## config.mk

```make
export PLATFORM = sky130hd
export DESIGN_NAME = icache_loader
export DESIGN_NICKNAME = d
export VERILOG_FILES = /design/src/rtl/icache_loader.sv
export SDC_FILE = /design/constraint.sdc
export NUM_CORES = 1
export LEC_CHECK = 0
export BUFFER_PORTS_ARGS = -buffer_cell sky130_fd_sc_hd__buf_2
export CORE_ASPECT_RATIO = 0.5
export CORE_MARGIN = 2
export CORE_UTILIZATION = 45
export CTS_CLUSTER_SIZE = 8
export DETAILED_ROUTE_END_ITERATION = 16
export PLACE_DENSITY = 0.67
export SETUP_SLACK_MARGIN = 0.05
export SYNTH_ARGS = -nofsm -noshare
export SYNTH_HDL_FRONTEND = slang
export SYNTH_SLANG_ARGS = --single-unit
```

## constraint.sdc

```tcl
create_clock -name clk -period 1.7 [get_ports clk]
set_clock_uncertainty 0.15 [all_clocks]
set_input_delay 0.17 -clock clk [delete_from_list [all_inputs] [get_ports clk]]
set_output_delay 0.17 -clock clk [all_outputs]
set_load 0.05 [all_outputs]
```

## src/rtl/icache_loader.sv

```systemverilog
// icache_loader: assembles a little-endian byte stream into 32-bit instructions
// and writes LOAD_WORDS of them into consecutive icache entries from base_addr.
module icache_loader #(
    parameter int unsigned LOAD_WORDS = 32
) (
    input  logic        clk,
    input  logic        rst,
    input  logic        start,
    input  logic [4:0]  base_addr,
    input  logic        in_valid,
    input  logic [7:0]  in_data,
    output logic        in_ready,
    output logic        write,
    output logic [4:0]  write_addr,
    output logic [31:0] write_data,
    output logic        busy,
    output logic        done
);

    typedef enum logic [1:0] {StIdle, StCollect, StWrite, StDone} state_e;

    state_e      state_q, state_d;
    logic [4:0]  addr_q, addr_d;
    logic [1:0]  byte_cnt_q, byte_cnt_d;
    logic [5:0]  word_cnt_q, word_cnt_d;
    // Bytes 0..2 only; byte 3 goes straight into the write data register.
    logic [23:0] asm_q, asm_d;
    logic [4:0]  waddr_q, waddr_d;
    logic [31:0] wdata_q, wdata_d;

    logic        accept;

    // Outputs come from registers only, so no input reaches them combinationally.
    assign in_ready   = (state_q == StCollect);
    assign write      = (state_q == StWrite);
    assign busy       = (state_q != StIdle);
    assign done       = (state_q == StDone);
    assign write_addr = waddr_q;
    assign write_data = wdata_q;

    assign accept = in_ready & in_valid;

    // Next-state logic: load sequencing, byte assembly and address/counter updates.
    always_comb begin
        state_d    = state_q;
        addr_d     = addr_q;
        byte_cnt_d = byte_cnt_q;
        word_cnt_d = word_cnt_q;
        asm_d      = asm_q;
        waddr_d    = waddr_q;
        wdata_d    = wdata_q;

        unique case (state_q)
            StIdle: begin
                if (start) begin
                    addr_d     = base_addr;
                    byte_cnt_d = 2'd0;
                    word_cnt_d = 6'd0;
                    asm_d      = 24'd0;
                    state_d    = StCollect;
                end
            end
            StCollect: begin
                if (accept) begin
                    byte_cnt_d = byte_cnt_q + 2'd1;
                    unique case (byte_cnt_q)
                        2'd0: asm_d[7:0]   = in_data;
                        2'd1: asm_d[15:8]  = in_data;
                        2'd2: asm_d[23:16] = in_data;
                        2'd3: begin
                            // Capture the write beat now so it is visible in WRITE.
                            waddr_d = addr_q;
                            wdata_d = {in_data, asm_q};
                            state_d = StWrite;
                        end
                        default: ;
                    endcase
                end
            end
            StWrite: begin
                addr_d     = addr_q + 5'd1;
                word_cnt_d = word_cnt_q + 6'd1;
                asm_d      = 24'd0;
                if (word_cnt_q == 6'(LOAD_WORDS - 1)) begin
                    state_d = StDone;
                end else begin
                    state_d = StCollect;
                end
            end
            StDone: begin
                state_d = StIdle;
            end
            default: state_d = StIdle;
        endcase
    end

    // State register with synchronous reset that also discards any partial word.
    always_ff @(posedge clk) begin
        if (rst) begin
            state_q    <= StIdle;
            addr_q     <= 5'd0;
            byte_cnt_q <= 2'd0;
            word_cnt_q <= 6'd0;
            asm_q      <= 24'd0;
            waddr_q    <= 5'd0;
            wdata_q    <= 32'd0;
        end else begin
            state_q    <= state_d;
            addr_q     <= addr_d;
            byte_cnt_q <= byte_cnt_d;
            word_cnt_q <= word_cnt_d;
            asm_q      <= asm_d;
            waddr_q    <= waddr_d;
            wdata_q    <= wdata_d;
        end
    end

endmodule

```

==> qor.yml <==
timing:
  slew_violations: 0
  period_needed_ns: 1.61
  tns_ns: 0
  setup_slack_ns: 0.0926
  maxSlewHeadroom_pct: 71.2
  max_slew.worst_pin.slew_ns: 0.431
  hold_viol: 0
  rsz0062_at_grt: "true"
  fmax_mhz: 622
  setup_viol: 0
  post-route-period-util_pct: 94.6
logic_synthesis:
  yosys_warnings: 0
  synth-seq-area-share_pct: 48.2
  synth.avg_cell_area_um2: 9.09
  synth_top_area_share_pct: 48.2
  yosys.cell_types.count: 43
  synth.area.top_cells: "dfxtp_1, nand2_1, mux2i_1"
  synth_common_cells: "nand2_1, dfxtp_1, a21oi_1"
  synth_area_um2: 3160
  yosys.cell_count.top_type: "nand2_1"
  ys_seq_elements: 76
  syn-num-nets: 370
  netlist_instances: 347
  synth_ff_type: "dfxtp_1"
  synth_area_leader_cell: "dfxtp_1"
  synthArstFlopShare_pct: 0
  synth_edf_count: 0
power:
  power_frac_comb_pct: 6.6
  p_seq_share_pct: 43.0
  power_density_nw_per_um2: 1060
  p_sw_mw: 0.875
  peakVddDrop_uv: 612
  p_int_mw: 3.41
  p_leak_nw: 1.66
  switching_share_pct: 20.4
  power_frac_clock_pct: 50.3
floorplanning:
  start_util_pct: 46.9
  core-area_um2: 6730
  die_h_um: 63.2
  fp.dieW_um: 122
  row_count: 21
  io_pins: 58
  die_area_um2: 7740
run:
  drv_cap: 0
place:
  pre_cts_slack_ns: 0.00918
  gp_congestion: 0.762
  place_inst: 485
  post_dp_cell_area_um2: 3550
  dpl.hpwl_mm: 4.91
  io_buffers: 57
clock_network:
  clock-sinks: 76
  insertion_delay_ns: 0.33
  cts-root-buf: "clkbuf_16"
  cts_buffer_depth: 2
  cts_buffers: 9
  cts_max_level: 3
  cts_tree: "built"
  clk_pin_slew_worst_paths_ns: 0.05
hold_path:
  hold_path_class: "in2reg"
worst_setup_path:
  cp.required_ns: 1.38
  cp_max_fo: 10
  max_stage_delay_ns: 0.37
  crit_arrival_ns: 1.29
  worstSetupEndpointType: "output port"
  crit_path_start_kind: "register"
  slowest_stage: "dfxtp_4"
  crit_chain: "buf_4 -> nor2_1 -> inv_1 -> buf_4"
  crit_top_cell: "buf_4"
  cpLargestDelayFamily: "buffers and inverters"
  crit_buf_inv: 3
  critPathKind: "reg2out"
grt:
  grt_max_degree: 33
  grt_usage_pct: 20.0
  grt_pass1_wl_mm: 12.0
  grt_pass1_vias: 2584
  antenna_found_initial: 0
  gr-total-overflow: 0
finish:
  antenna_cells: 0
  seqCellArea_um2: 1530
  final_cells: 512
  multi_input_area_um2: 1520
  drive_gt1_share_pct: 23.3
  fin_util_pct: 60.3
  area.growth.synth_to_final_pct: 28.6
  design_area_um2: 4060
  fillerInstances: 596
  nNetsFinal: 439
routing:
  viasPerCell: 5.21
  vias: 2665
  firstDrtPassIters: 4
  ant_nets: 0
  drc: 0
  wl_per_cell_um: 14.1
  wl_mm: 7.24
  drt_iter0_drc: 150
run_status:
  run_status: "finished, final reports clean"
[placed cells by master, fill, tap and decap left out, drive strengths merged, types with 2 or more instances in the layout]
master        n
dfxtp        76
o21ai         2
nor3b         2
a211oi        3
a311oi        3
ha            6
nor2b         4
mux2i        24
nand3         4
clkbuf       11
a31o          2
and4b         2
buf          69
inv           3
o21bai        2
a41oi         2
nand2b       26
nand3b        9
bufinv        3
nor3          2
nand4b        2
a31oi         4
dlygate4sd3  11
nor2          6
a21oi        46
nand2        81
[what timing repair did]
action,CTS,global route
hold endpoints to repair,11,0
pin swaps,0,1
endpoints found under the setup margin,26,55
buffers inserted,0,1
hold buffers,11,0
resized for setup,6,9
[worst min-delay path: stages]
cell	delay [ns]
buf_2	0.11
a21oi_1	0.11
a211oi_1	0.08
[through the flow]
step,hold WS (ns),power [mW]
final,0.0414,4.29
after CTS,0.0367,4.31
after global placement,0.279,2.12
after global routing,0.0558,4.43
after detailed placement,0.285,2.13
after floorplan,0.156,2.05
[flip-flops by register name (all words and copies together), names as in the netlist]
name and flops:
byte_cnt_q 2, addr_q 5, asm_q 24, word_cnt_q 6, write_addr 5, write_data 32
state_q 2
[routing by layer]
layer	GRT usage, %	vias up	wire, µm
met4	8.05	0	95
met3	5.25	10	377
met1	23.8	1264	3130
met5	0	-	0
li1	-	1328	-
met2	34.4	63	3640
[power by group through the flow]
stage          Sequential [mW]  Combinational, mW  Clock [mW]
2_1_floorplan             1.87              0.183           0
3_3_place_gp              1.88              0.242           0
3_5_place_dp              1.88              0.248           0
4_1_cts                   1.85              0.271        2.19
5_1_grt                   1.85              0.308        2.27
6_report                  1.84              0.285        2.16
[worst paths after layout]
check	slack [ns]	from	depth (start not counted)	endpoint
hold / removal	0.04	base_addr[0]	3	addr_q[0]
setup / recovery	0.09	state_q[1]	4	busy
setup reg to reg	0.09	byte_cnt_q[1]	5	write_data[24]
hold reg to reg	0.30	write_data[14]	2	write_data[14]
[logic make-up (layout without fill, tap and decap cells)]
family	after synthesis	count (layout)	share of synthesized area, %
and+or+nand+nor	146	146	23.2
DFF	76	76	48.2
AOI/OAI and AO/OA	69	69	14.6
buffers and inverters	26	99	3.96
muxes	24	24	7.61
adders and majority gates	6	6	2.38
[cell type report]
type	instances	share of cell area, %
clock buffers	11	5.98
clock inverters	4	2.41
inverters	4	0.493
multi-input cells	245	37.4
flip-flops and latches	76	37.7
well taps	92	2.84
repair buffers	80	13.2
Power figures use the tool's default switching activity.
